File: config.mk
export PLATFORM = sky130hd
export DESIGN_NAME = mem_arbiter_nch
export DESIGN_NICKNAME = d
export VERILOG_FILES = /design/src/rtl/mem_arbiter_nch.sv
export SDC_FILE = /design/constraint.sdc
export NUM_CORES = 1
export LEC_CHECK = 0
export CORE_UTILIZATION = 49
export DETAILED_ROUTE_END_ITERATION = 10
export PLACE_DENSITY = 0.83
export SYNTH_ARGS = -nofsm -noshare
export SYNTH_HDL_FRONTEND = slang
export SYNTH_SLANG_ARGS = --single-unit
File: constraint.sdc
create_clock -name clk -period 4.96 [get_ports clk]
set_input_delay 0.992 -clock clk [delete_from_list [all_inputs] [get_ports clk]]
set_output_delay 0.992 -clock clk [all_outputs]
set_load 0.05 [all_outputs]
File: src/rtl/mem_arbiter_nch.sv
// mem_arbiter_nch: arbitrates NCH requesters onto a byte-serial single-port RAM bus
// with fixed or round-robin priority, per-channel read flush and a global rdy stall.
module mem_arbiter_nch #(
  parameter int NCH = 2,
  parameter int ADDR_W = 32,
  parameter int DATA_W = 32,
  parameter int LW = (DATA_W / 8 > 1) ? $clog2(DATA_W / 8) : 1,
  parameter bit PRIO_RR = 1'b0
) (
  input  logic                  clk,
  input  logic                  rst,
  input  logic                  rdy,
  input  logic [NCH-1:0]        req_valid,
  input  logic [NCH-1:0]        req_we,
  input  logic [NCH*ADDR_W-1:0] req_addr,
  input  logic [NCH*LW-1:0]     req_len,
  input  logic [NCH*DATA_W-1:0] req_wdata,
  input  logic [NCH-1:0]        req_flush,
  output logic [NCH-1:0]        resp_done,
  output logic [DATA_W-1:0]     resp_rdata,
  input  logic [7:0]            mem_din,
  output logic [7:0]            mem_dout,
  output logic [ADDR_W-1:0]     mem_a,
  output logic                  mem_wr
);
  localparam int NB = DATA_W / 8;
  localparam int CW = $clog2(NB + 2);
  localparam int GW = (NCH > 1) ? $clog2(NCH) : 1;
  typedef enum logic [1:0] {IDLE, READ, WRITE} state_t;
  state_t state, state_n;
  logic [CW-1:0] cnt, cnt_n, n;
  logic [GW-1:0] g, g_n, ptr, ptr_n, pick, idx;
  logic [ADDR_W-1:0] addr, addr_n;
  logic [LW-1:0] len, len_n, rl;
  logic [DATA_W-1:0] wdata, wdata_n, cap, cap_n;
  logic [NCH-1:0] elig;
  logic act, fin, flush, fire, live;
  assign live = !rst;
  assign elig = req_valid & ~req_flush;
  assign n = CW'(len) + CW'(1);
  assign act = state != IDLE && cnt < n;
  assign fin = (state == READ) ? cnt == n + CW'(1) : (state == WRITE && cnt == n);
  assign flush = state == READ && req_flush[g];
  assign fire = rdy && live && fin && !flush;
  assign rl = req_len[pick*LW +: LW];
  assign mem_a = (act && live) ? addr + ADDR_W'(cnt) : '0;
  assign mem_wr = act && live && rdy && state == WRITE;
  assign mem_dout = (act && live && state == WRITE) ? 8'(wdata >> {cnt, 3'b000}) : 8'h00;
  assign resp_done = fire ? (NCH'(1) << g) : '0;
  assign resp_rdata = fire ? cap : '0;
  // Round-robin searches upward from ptr+1; the smallest offset wins, so iterate largest first.
  always_comb begin
    pick = '0;
    idx = '0;
    for (int i = NCH; i >= 1; i--) begin
      idx = PRIO_RR ? GW'((int'(ptr) + i) % NCH) : GW'(i - 1);
      if (elig[idx]) pick = idx;
    end
  end
  always_comb begin
    state_n = state;
    cnt_n = cnt + CW'(1);
    g_n = g;
    ptr_n = ptr;
    addr_n = addr;
    len_n = len;
    wdata_n = wdata;
    cap_n = cap;
    if (state == IDLE) begin
      cnt_n = '0;
      if (|elig) begin
        state_n = req_we[pick] ? WRITE : READ;
        g_n = pick;
        ptr_n = pick;
        addr_n = req_addr[pick*ADDR_W +: ADDR_W];
        len_n = (int'(rl) > NB - 1) ? LW'(NB - 1) : rl;
        wdata_n = req_wdata[pick*DATA_W +: DATA_W];
        cap_n = '0;
      end
    end else if (flush || fin) begin
      state_n = IDLE;
      cnt_n = '0;
      cap_n = flush ? '0 : cap;
    end else if (state == READ) begin
      for (int b = 0; b < NB; b++) if (int'(cnt) == b + 1) cap_n[8*b +: 8] = mem_din;
    end
  end
  always_ff @(posedge clk) begin
    if (rst) begin
      state <= IDLE;
      cnt <= '0;
      ptr <= GW'(NCH - 1);
      cap <= '0;
      g <= '0;
      addr <= '0;
      len <= '0;
      wdata <= '0;
    end else if (rdy) begin
      state <= state_n;
      cnt <= cnt_n;
      ptr <= ptr_n;
      cap <= cap_n;
      g <= g_n;
      addr <= addr_n;
      len <= len_n;
      wdata <= wdata_n;
    end
  end
endmodule

==> metrics <==
vias in the first global route=5606; CP max FO=15; Crit-path slowest cell=clkdlybuf4s50_1; WS Path Type=reg -> out; leakage power=3.25 nW; design area=8810 um2; Net Sw Power=0.579 mW; area grow syn2layout=45.3%; arrival time at the worst endpoint=3.52 ns; DRC viols=0; first-pass GRT wire length=27200 um; Setup WS pre-CTS=0.871 ns; Pre-Repair DR Iteration Count=4; hold depth=1; Pins Over Slew Limit=0; # rows=40; yosys warns=0; startpoint types=flop; Worst Hold Class=reg -> reg; top cells by area, synth=dfxtp_1 34%, mux2i_1 15%, a211oi_1 8.2%; final hold violations=0; post-layout util=0.731; CTS root buf=clkbuf_16; share of layout cells above drive strength 1=0.119; non-filler cells, final=1048; IO Pins=224; CTS tree=built; Clk network pwr share=0.340; sequential-to-total area share from yosys stat=0.343; Post-Syn Area per Cell=8.92 um2; top cell type's share of synthesized area=0.343; P_int=1.52 mW; worst rel slew slack=0.308; antenna diode count=0; WHS=0.471 ns; remaining global-route overflow=0; Peak supply drop=0.170 mV; largest family of logic cells by synthesized area=simple AND/OR/NAND/NOR gates; Post-Synth Adder-Cell Area=0.0301; chip height=113 um; Syn Inst Count=680; total CTS buffers=9; Die Wd=113 um; crit-path cells=ha_1 -> nor2b_1 -> o21ai_0 -> nand4_1 -> nor2b_1 -> clkdlybuf4s50_1; RSZ-0062 raised after global routing=no; FF+latch count, synth=104; core area=12100 um2; Max Freq=0.222 GHz; Setup crit start=cnt[1]; hold path start=cap[16]; largest net degree at the start of global routing=109; Overall Power=2.10 mW; CP max stage delay=0.85 ns; post-CTS setup buffers=0; worst-skew pair later-pin latency=0.35 ns; H-tree depth=3; most used cell, CP=nor2b_1; hpwl dp=12800 um; Worst-path clk slew=0.07 ns; worst setup margin=0.451 ns; CP Capture Type=output pin; CTS Hold Bufs=0; metal2 WL=8370 um; worst r2r src=cnt[0]; gpl congestion=0.847; share of power burned in registers=0.448; power per cell area=238 nW/um2; R2R Setup Slk=2.00 ns; Net Count, Synth=843; vias per cell=5.39; post-synth cell types=55; Post-Synth Simple-Gate Area=0.229; mux cell area share after synthesis=0.187; Met1 Wirelength=7180 um; DR WL met3=758 um; GRT Util Overall=0.264; Most used DFF post-synth=dfxtp_1; full die area=12800 um2; Iter 0 DRT Violations=375; XOR/XNOR Fraction of Synth Area=0.0348; Crit path required time=3.97 ns; Syn Std Cell Area=6070 um2; Max clock buf depth=2; fin crit period=4.51 ns; Placed Area=8520 um2; fill count=881; fin crit share=0.909; post-synthesis compound-gate area fraction=0.133; final number of setup-violating endpoints=0; FFs w/ async S/R, synth=0; Max Used Layer=met4; Worst Skew=0.00734 ns; Least-Margin Pin Slew=1.04 ns; Starting Density=0.503; worst reg2reg path depth=7; Inst Count DP=1032; overall via count from detail_route=5650; DR WL/cell=16.0 um; clock sink total=104; initial antenna violation count=0; Setup TNS=0 ns; Post-synth EDFFs=0; Final ANT Viol Nets=0; switching share of power=0.276; Yosys top cell by area=dfxtp_1; max_cap viols=0; port bufs=223; Logic pwr share=0.212; post-layout net count=1038; status=complete, no violations; number of gates resized after CTS=0; drt total wl=16800 um
## cell usage after synthesis, types with 5 or more instances
| cell | count |
|---|---|
| dfxtp_1 | 104 |
| nor2_1 | 99 |
| mux2i_1 | 93 |
| a211oi_1 | 66 |
| and2_1 | 37 |
| clkbuf_1 | 37 |
| nand2b_1 | 27 |
| nand2_1 | 18 |
| inv_1 | 16 |
| nor2b_1 | 16 |
| a21oi_1 | 15 |
| xnor2_1 | 15 |
| ha_1 | 13 |
| nand3_1 | 10 |
| buf_1 | 8 |
| mux4_2 | 8 |
| or3b_2 | 8 |
| a22o_1 | 7 |
| o21ai_0 | 7 |
| or3_1 | 7 |
| nor3_1 | 6 |
| nand4_1 | 5 |
| o31ai_1 | 5 |
| or4_1 | 5 |
## worst max-delay path: cells and delay by family (launching register included)
family	cells	cell delay [ns]
DFF	1	0.78
AOI/OAI and AO/OA	1	0.27
and+or+nand+nor	3	0.92
adders and majority gates	1	0.36
buffers and inverters	1	0.85
## final cells by class
| class | instances | area, um2 | share of cell area |
|---|---|---|---|
| clock inverters | 6 | 68.8 | 0.00781 |
| well taps | 168 | 210 | 0.0238 |
| repair buffers | 232 | 2420 | 0.274 |
| clock buffers | 10 | 229 | 0.0260 |
| inverters | 16 | 60.1 | 0.00681 |
| flip-flops and latches | 104 | 2080 | 0.236 |
| multi-input cells | 512 | 3750 | 0.425 |
## final timing paths
path	endpoint
max	mem_dout[7]
max reg2reg	cap[18]
min reg2reg	cap[16]
min	cap[16]
## flip-flops by register name (all words and copies together), names as in the netlist
| register | count |
|---|---|
| cap | 32 |
| addr | 32 |
| len | 2 |
| g | 1 |
| cnt | 3 |
| wdata | 32 |
| state | 2 |
## logic make-up after synthesis
group                    after synthesis
flip-flops                           104
AND/OR/NAND/NOR                      260
adder cells (fa/ha/maj)               14
XOR/XNOR                              21
buffers and inverters                 64
AO/OA/AOI/OAI                        114
multiplexers                         103
## cell usage in the layout, fill, tap and decap left out, types with 7 or more instances in the layout
| cell | n |
|---|---|
| ha_1 | 13 |
| or3_1 | 7 |
| nand2b_1 | 27 |
| clkdlybuf4s50_1 | 175 |
| clkbuf_16 | 9 |
| nand3_1 | 10 |
| and2_1 | 37 |
| inv_1 | 16 |
| a22o_1 | 7 |
| o21ai_0 | 7 |
| a21oi_1 | 15 |
| mux4_2 | 8 |
| buf_12 | 19 |
| or3b_2 | 8 |
| nand2_1 | 18 |
| dfxtp_1 | 104 |
| nor2_1 | 98 |
| a211oi_1 | 66 |
| nor2b_1 | 16 |
| buf_4 | 38 |
| mux2i_1 | 93 |
| xnor2_1 | 15 |
## per-layer routing
layer	global-route usage	up-vias
met2	0.466	174
met3	0.0503	39
met1	0.318	2617
li1	-	2820
met5	0	-
met4	0.104	0
## power groups by stage
stage	combinational, mW	sequential (mW)	clock [mW]
floorplan	0.263	0.941	0
global placement	0.431	0.955	0
detailed placement	0.445	0.959	0
CTS	0.447	0.940	0.724
global route	0.484	0.949	0.754
finish	0.446	0.941	0.715
Note: power is estimated with default switching activity, not from simulation.
